`config.mk`:
```
export PLATFORM = sky130hd
export DESIGN_NAME = led_pulse_stretch
export DESIGN_NICKNAME = d
export VERILOG_FILES = /design/src/rtl/led_pulse_stretch.sv
export SDC_FILE = /design/constraint.sdc
export NUM_CORES = 1
export LEC_CHECK = 0
export CORE_AREA = 4 4 41 43
export DETAILED_ROUTE_END_ITERATION = 10
export DIE_AREA = 0 0 45 47
export PLACE_DENSITY_LB_ADDON = 0.2
export REMOVE_ABC_BUFFERS = 1
export SLEW_MARGIN = 20
export SYNTH_ARGS = -nofsm -noshare
export SYNTH_HDL_FRONTEND = slang
export SYNTH_SLANG_ARGS = --single-unit
```
`constraint.sdc`:
```
create_clock -name clk -period 2.55 [get_ports clk]
set_clock_uncertainty 0.1 [all_clocks]
set_input_delay 0.51 -clock clk [delete_from_list [all_inputs] [get_ports clk]]
set_output_delay 0.51 -clock clk [all_outputs]
set_load 0.005 [all_outputs]
```
`src/rtl/led_pulse_stretch.sv`:
```
// Stretches single-cycle internal events into human-visible LED pulses with a guaranteed off-gap.
// Define LED_PEND_COUNT_EN to queue events that arrive while busy; otherwise a rise during ON retriggers it.
module led_pulse_stretch #(
    parameter int ON_N   = 8,
    parameter int OFF_N  = 8,
    parameter int PEND_W = 2
) (
    input  logic              clk,
    input  logic              rst,
    input  logic              evt,
    output logic              led,
    output logic              busy,
    output logic [PEND_W-1:0] pend,
    output logic              ovf
);

    localparam int CW = (ON_N > OFF_N) ? ON_N : OFF_N;

    localparam logic [1:0] S_IDLE = 2'd0;
    localparam logic [1:0] S_ON   = 2'd1;
    localparam logic [1:0] S_GAP  = 2'd2;

    localparam logic [CW-1:0] ON_LAST  = CW'((64'd1 << ON_N) - 64'd1);
    localparam logic [CW-1:0] OFF_LAST = CW'((64'd1 << OFF_N) - 64'd1);

    logic [1:0]    state_reg, state_next;
    logic [CW-1:0] cnt_reg, cnt_next;
    logic          evt_q_reg;
    logic          hold_reg;
    logic          led_reg;
    logic          busy_reg;
    logic          rise;

    // hold_reg masks a level that was already high while reset was released,
    // so it is not mistaken for a fresh edge once evt_q restarts from 0.
    assign rise = evt & ~evt_q_reg & ~hold_reg;

`ifdef LED_PEND_COUNT_EN
    logic [PEND_W-1:0] pend_reg, pend_next;
    logic              ovf_reg, ovf_next;
    logic              pend_full;

    assign pend_full = (pend_reg == {PEND_W{1'b1}});
`endif

    always_comb begin
        state_next = state_reg;
        cnt_next   = cnt_reg + 1'b1;
`ifdef LED_PEND_COUNT_EN
        pend_next  = pend_reg;
        ovf_next   = ovf_reg;
`endif
        case (state_reg)
            S_IDLE: begin
                cnt_next = '0;
                if (rise) begin
                    state_next = S_ON;
                end
            end
            S_ON: begin
`ifdef LED_PEND_COUNT_EN
                if (rise) begin
                    if (pend_full) ovf_next = 1'b1;
                    else           pend_next = pend_reg + 1'b1;
                end
                if (cnt_reg == ON_LAST) begin
                    state_next = S_GAP;
                    cnt_next   = '0;
                end
`else
                if (rise || cnt_reg == ON_LAST) begin
                    cnt_next = '0;
                end
                if (!rise && cnt_reg == ON_LAST) begin
                    state_next = S_GAP;
                end
`endif
            end
            S_GAP: begin
`ifdef LED_PEND_COUNT_EN
                if (cnt_reg == OFF_LAST) begin
                    cnt_next = '0;
                    // A rise at the gap end is consumed directly by the next ON.
                    if (rise) begin
                        state_next = S_ON;
                    end else if (pend_reg != '0) begin
                        state_next = S_ON;
                        pend_next  = pend_reg - 1'b1;
                    end else begin
                        state_next = S_IDLE;
                    end
                end else if (rise) begin
                    if (pend_full) ovf_next = 1'b1;
                    else           pend_next = pend_reg + 1'b1;
                end
`else
                if (cnt_reg == OFF_LAST) begin
                    cnt_next   = '0;
                    state_next = S_IDLE;
                end
`endif
            end
            default: begin
                state_next = S_IDLE;
                cnt_next   = '0;
            end
        endcase
    end

    always_ff @(posedge clk) begin
        hold_reg <= rst & evt;
        if (rst) begin
            state_reg <= S_IDLE;
            cnt_reg   <= '0;
            evt_q_reg <= 1'b0;
            led_reg   <= 1'b0;
            busy_reg  <= 1'b0;
        end else begin
            state_reg <= state_next;
            cnt_reg   <= cnt_next;
            evt_q_reg <= evt;
            led_reg   <= (state_next == S_ON);
            busy_reg  <= (state_next != S_IDLE);
        end
    end

`ifdef LED_PEND_COUNT_EN
    always_ff @(posedge clk) begin
        if (rst) begin
            pend_reg <= '0;
            ovf_reg  <= 1'b0;
        end else begin
            pend_reg <= pend_next;
            ovf_reg  <= ovf_next;
        end
    end

    assign pend = pend_reg;
    assign ovf  = ovf_reg;
`else
    assign pend = '0;
    assign ovf  = 1'b0;
`endif

    assign led  = led_reg;
    assign busy = busy_reg;

endmodule

```
# [Word-level counts from Yosys, hierarchy flattened]
# Index checks and enable logic that the tools add are counted.
[word_totals] reg_bits=14 input_bits=3 output_inout_bits=5
[op_classes] addsub=1 eq_ne=4 mux=7 bitwise_logic=5 n_reduce_logical=5
[ops] operator="$mux 8" n=2
[ops] operator="$pmux 8 s2" n=1
[ops] operator="$add 8x1->8 const B" n=1
[ops] operator="$eq 8x8->1 const B" n=1
[ops] operator="$mux 2" n=3
[ops] operator="$pmux 2 s3" n=1
[ops] operator="$eq 2x1->1 const B" n=2
[ops] operator="$and 1x1->1" n=3
[ops] operator="$eq 2x2->1 const B" n=1
[ops] operator="$logic_not 2->1" n=1
[ops] operator="$not 1->1" n=2
[ops] operator="$reduce_bool 2->1" n=1
[ops] operator="$logic_and 1x1->1" n=1
[ops] operator="$logic_not 1->1" n=1
[ops] operator="$logic_or 1x1->1" n=1

# [Depth between registers and ports, before layout]
# Gate-level depths: netlist of run 1.
[logic_depth] depth_word=8 depth_mapped=6 depth_no_buf=6

# [Worst setup path before layout of run 1]
# Ideal clock, no wire load.
[synth_path] kind="input -> register" start="in evt" end="reg busy_reg, in the netlist busy" setup_time_ns=0.095 arrival_ns=1.651 setup_slack_ns=0.703 path_stages=5 n_path_buf=1 path_cell_list="or3b_1 buf_6 and4_4 a211o_1 a221oi_1"
[synth_between] elab_chain_cells=7
[synth_lines] element="start, declared" line_no="10" text="input logic evt,"
[synth_lines] element="$and 1x1->1 (*) (2 in a row)" line_no="36" text="assign rise = evt & ~evt_q_reg & ~hold_reg;"
[synth_lines] element="$logic_not 1->1" line_no="74" text="if (!rise && cnt_reg == ON_LAST) begin"
[synth_lines] element="$logic_and 1x1->1" line_no="74"
[synth_lines] element="$mux 2" line_no="74"
[synth_lines] element="$pmux 2 s3 (*)" line_no="53" text="case (state_reg)"
[synth_lines] element="$reduce_bool 2->1 (*)" line_no="123" text="busy_reg <= (state_next != S_IDLE);"
[synth_lines] element="end signal, assigned" line_no="123"
[synth_lines] element="end, declared" line_no="31" text="logic busy_reg;"
# Mark *: on every way between the ends. The rest lies on a longest branch, timed or not.
# A chain may end at the register's enable or synchronous reset.

# [Worst setup path after layout of run 1]
# Same ends and word-level chain as after synthesis.

==> results.yml, run 1 <==
routing:
  dr_total_vias: 543
  wl_mm: 1.203
  routed_via_density: 5.598
  drc: 0
  dr.pass1.iters: 4
  postRouteAntennaNets: 0
  wl_per_cell_um: 12.40
  first_iter_violations: 10
place:
  gp_congestion: 0.7737
  portBuffers: 4
  pre_cts_ws_ns: 0.1584
  place_area_um2: 739.5
  place_hpwl_um: 865.2
logic_synthesis:
  synth.avg_cell_area_um2: 9.252
  yosys-mux-area-fraction: 0
  async_flop_share: 0
  synth_xor_xnor_area_share: 0.07473
  synth_top_area_frac: 0.3986
  synth-simple-area-share: 0.2349
  syn_inst: 76
  synth_compound_area_frac: 0.1281
  ys.flop_type: "dfxtp_1"
  yosys_warnings: 0
  synth_edf_count: 0
  ys_types: 32
  synth_area_leaders: "dfxtp_1, ha_1, nor2_1"
  synthesis.area_um2: 703.2
  synth-adder-area-share: 0.08897
  ys_top_cells_by_count: "dfxtp_1, nor2_1, nand2_1"
  yosysSeqAreaShare: 0.3986
  synth_seq_cells: 14
  synth_most_common_cell: "dfxtp_1"
  synth_top_cell_by_area: "dfxtp_1"
  synth_top_family_by_area: "simple AND/OR/NAND/NOR gates"
worst_setup_path:
  crit_chain: "clkdlybuf4s50_1 -> or3b_1 -> and4_4 -> a211o_1 -> a221oi_1"
  critPathLaunchType: "input pin"
  critPathBufInv: 1
  cpMaxStageDelayCell: "clkdlybuf4s50_1"
  ff2ff_path_depth: 5
  cp_top_family: "simple AND/OR/NAND/NOR gates"
  cpPeakStageDelay_ns: 0.48
  cp-end-kind: "flip-flop"
  critPathArrivalTime_ns: 2.16
  required_ns: 2.64
  path_class: "input pin to flip-flop"
  worst-path-stages: 5
  crit_fanout: 5
cts:
  clockRootBuffer: "clkbuf_4"
  clock_sinks: 14
  cts.htree.levels: 1
  cts_buffers: 3
  ctsLongestPathBuffers: 2
  postCtsSetupRepairBufs: 0
  cts_resized: 0
  clk-insertion-delay-late_ns: 0.28
  cts_tree: "built"
  ctsHoldBuffers: 0
  clk_pin_slew_ns: 0.09
timing:
  setup_tns_ns: 0
  setup_viol: 0
  worst_slack_ns: 0.4805
  hold_violations: 0
  period_minus_slack_ns: 2.070
  fin_crit_sh: 0.8116
  max_freq_mhz: 483.2
  rsz0062_at_grt: "false"
  drv_slew: 0
floorplanning:
  dieArea_mm2: 0.002115
  dieHeight_um: 47
  die_w_um: 45
  start_util: 0.5404
  ios: 8
  core_mm2: 0.001301
  rows: 13
global_routing:
  grt_pass1_vias: 518
  antenna_found_initial: 0
  grt_start_max_net_pins: 9
  grt-ovfl-total: 0
  grt_pass1_wl_mm: 2.104
  track_usage: 0.1406
final_layout:
  largest_reg_flops: 8
  area_growth_pct: 10.32
  fin_area_um2: 775.7
  utilization: 0.5962
  nets: 91
  final_layout_size_suffix_gt1_frac: 0.09756
  antenna_cells: 0
power_and_ir_drop:
  powerDensity_mw_per_mm2: 558.1
  ir_drop_v: 0.0002479
  p_leak_nw: 0.3194
worst_hold_path:
  hp-class: "flip-flop to flip-flop"
  whs_path_depth: 1
outcome:
  status: "completed"
job:
  maxCapViolCount: 0
==> placed cells by master, fill, tap and decap left out, drive strengths merged <==
cell type	Yosys	layout
o2bb2ai	1	1
dfxtp	14	14
a211oi	2	2
inv	3	3
a221oi	1	1
ha	5	5
nor3	3	3
nand3	3	3
a21boi	1	1
and3	2	2
a21o	1	1
xnor2	3	3
and4	2	2
a211o	2	2
conb	1	3
buf	4	1
nor2b	1	1
a41oi	1	1
clkdlybuf4s50	0	4
or2	1	1
and4b	1	1
nand2	6	6
a31oi	1	1
and2	1	1
clkbuf	1	4
a21oi	1	1
nor2	8	8
or3b	1	1
nand2b	2	2
xor2	3	3
==> per-stage QoR <==
step / power (mW) / hold WS [ns] / std cells
floorplan: 0.2611 / 0.3297 / 73
global placement: 0.2771 / 0.3441 / 93
detailed placement: 0.2781 / 0.3491 / 93
CTS: 0.4380 / 0.3877 / 97
global route: 0.4529 / 0.3950 / 97
finish: 0.4330 / 0.3851 / 97
==> where the power goes <==
group / switching (mW) / internal (mW)
clock: 0.0722 / 0.0869
combinational: 0.0231 / 0.0229
sequential: 0.00293 / 0.225
==> cell families after synthesis <==
| family | after synthesis |
|---|---|
| other | 1 |
| XOR/XNOR | 6 |
| buffers and inverters | 8 |
| adder cells (fa/ha/maj) | 5 |
| AO/OA/AOI/OAI | 11 |
| flip-flops | 14 |
| AND/OR/NAND/NOR | 31 |
==> per-layer routing <==
metal,GRT usage,part of all wire,vias up
li1,-,-,271
met1,0.1686,0.46,252
met2,0.2260,0.45,15
met3,0.02299,0.055,5
met4,0.1053,0.033,0
met5,0,0,-
==> area by class of cell <==
type | count | area (µm²)
timing repair buffer | 5 | 47.55
inverter | 3 | 11.26
fill | 124 | 525.5
clock buffer | 4 | 36.28
tap | 15 | 18.77
sequential | 14 | 280.3
multi-input combinational | 56 | 381.6
==> final timing paths <==
check | slack [ns] | endpoint | start
worst max register to register | 0.79 | busy$_SDFF_PP0_ | cnt_reg[0]$_SDFF_PP0_
worst min-delay path | 0.39 | cnt_reg[0]$_SDFF_PP0_ | cnt_reg[0]$_SDFF_PP0_
worst max-delay path | 0.48 | busy$_SDFF_PP0_ | evt
worst min register to register | 0.39 | cnt_reg[0]$_SDFF_PP0_ | cnt_reg[0]$_SDFF_PP0_
No activity file was read; power rests on OpenSTA's default activity.
==> inputs of run 2 (changes only) <==
- CORE_AREA: 4 4 41 43 -> not set
- CORE_MARGIN: not set -> 4
- CORE_UTILIZATION: not set -> 47
- DIE_AREA: 0 0 45 47 -> not set
- clock period: 2.55 -> 1.9 ns (I/O delays scaled with it)
==> run 2 against run 1 <==
  * Combinational power increased by 55%
  * Routed wire length decreased by 1.1%
  * First-iteration DRC count decreased by 20%
  * Global-route usage decreased by 0.57 points
  * Final area increased by 6.0%
  * Count of clock-buffer cells in the layout unchanged
  * Flip-flop and latch count unchanged
  * Non-clock buffer count increased by 4
  * Critical endpoint is now led$_SDFF_PP0_
==> results.yml, run 2 (same netlist as run 1, synthesis figures left out) <==
outcome:
  status: "completed"
routing:
  routed_via_density: 5.248
  wl_per_cell_um: 11.78
  dr.pass1.iters: 5
  dr_total_vias: 530
  first_iter_violations: 8
  drc: 0
  wl_mm: 1.190
  postRouteAntennaNets: 0
place:
  portBuffers: 4
  place_hpwl_um: 886.3
  gp_congestion: 0.7576
  placed_cells: 97
final_layout:
  instances_no_fill: 101
  final_layout_size_suffix_gt1_frac: 0.1744
  largest_reg_flops: 8
  nets: 95
  area_growth_pct: 16.90
  antenna_cells: 0
  final_common_cell: "dfxtp_1"
  final_cell_mix: "dfxtp_1, nor2_1, nand2_1"
worst_setup_path:
  rrSetupSlack_ns: 0.15
  path_class: "input pin to flip-flop"
  cpPeakStageDelay_ns: 0.48
  critPathLaunchType: "input pin"
  required_ns: 2.02
  cpMaxStageDelayCell: "clkdlybuf4s50_1"
  rr_startpoint: "cnt_reg[0]$_SDFF_PP0_"
  ff2ff_path_depth: 5
  crit_chain: "clkdlybuf4s50_1 -> or3b_4 -> a211o_1 -> a211oi_2 -> a21boi_1"
  crit_fanout: 4
  r2r-end: "busy$_SDFF_PP0_"
  cp-end-kind: "flip-flop"
  critPathArrivalTime_ns: 1.98
timing:
  hold_violations: 0
  drv_slew: 0
  setup_viol: 0
  fin_crit_sh: 0.9823
  period_minus_slack_ns: 1.866
  rsz0062_at_grt: "true"
  max_freq_mhz: 535.8
job:
  maxCapViolCount: 0
cts:
  clk-insertion-delay-late_ns: 0.28
  clock_sinks: 14
  clockRootBuffer: "clkbuf_4"
  cts_buffers: 3
  clk_pin_slew_ns: 0.08
  ctsLongestPathBuffers: 2
  ctsHoldBuffers: 0
  cts.htree.levels: 1
  cts_tree: "built"
power_and_ir_drop:
  total_power_uw: 585.5
  p_leak_nw: 0.3413
  ir_drop_v: 0.0007155
  powerDensity_mw_per_mm2: 712.2
global_routing:
  grt-ovfl-total: 0
  grt_start_max_net_pins: 9
  grt_pass1_wl_mm: 2.007
  antenna_found_initial: 0
  track_usage: 0.1349
  grt_pass1_vias: 480
floorplanning:
  start_util: 0.5209
  ios: 8
  dieArea_mm2: 0.002179
  die_w_um: 46.68
  rows: 13
  dieHeight_um: 46.68
  core_mm2: 0.001350
worst_hold_path:
  hp-class: "flip-flop to flip-flop"
  whs_path_depth: 1
  whs_endpoint: "cnt_reg[0]$_SDFF_PP0_"
  min_from: "cnt_reg[0]$_SDFF_PP0_"
-- run 2: changes by cell type in the layout (fill, tap and decap cells not counted), sizes merged --
| cell | delta |
|---|---|
| buf | +4 |
-- run 2: how the worst max path moves through the flow --
stage,to,from
final,led$_SDFF_PP0_,evt
after detailed placement,busy$_SDFF_PP0_,evt
after global routing,led$_SDFF_PP0_,evt
after global placement,busy$_SDFF_PP0_,evt
after floorplan,busy$_SDFF_PP0_,evt
after CTS,busy$_SDFF_PP0_,evt
-- run 2: worst max-delay path: cells and delay by family --
kind            cells  cell delay (ns)
compound gates      3             0.73
buf+inv             1             0.48
simple gates        1             0.40
-- run 2: timing repair --
item | in CTS | in global routing
gates resized for setup | 2 | 1
setup buffers | 0 | 0
endpoints found under the setup margin | 1 | 2
pin swaps | 0 | 1
-- run 2: layout make-up --
cell class	count	area [µm²]
fill	115	528.0
multi-input combinational	56	397.9
sequential	14	280.3
timing repair buffer	9	77.57
clock buffer	4	36.28
tap	15	18.77
inverter	3	11.26
-- run 2: power by group --
| group | total (mW) | switching, mW | internal, mW |
|---|---|---|---|
| registers | 0.306 | 0.00390 | 0.302 |
| logic | 0.0713 | 0.0336 | 0.0377 |
| clock network | 0.208 | 0.0918 | 0.117 |
-- run 2: metal layers --
layer	up-vias	GRT usage	routed length, µm
met1	238	0.1574	584
li1	278	-	-
met3	2	0.08203	86
met2	12	0.2088	508
met4	0	0.03315	10
met5	-	0	0
-- run 2: metrics by stage --
| step | hold slack (ns) | instance area [µm²] | setup TNS, ns | setup slack, ns | utilization |
|---|---|---|---|---|---|
| floorplan | 0.3297 | 673.1 | 0 | 0.1909 | - |
| global placement | 0.3444 | 769.5 | -1.760 | -0.2680 | 0.5700 |
| detailed placement | 0.3490 | 769.5 | -1.893 | -0.3241 | 0.5700 |
| CTS | 0.3719 | 814.5 | 0 | 0.01723 | 0.6033 |
| global route | 0.4175 | 822.0 | -0.0007137 | -0.0007137 | 0.6089 |
| finish | 0.3722 | 822.0 | 0 | 0.03371 | 0.6089 |
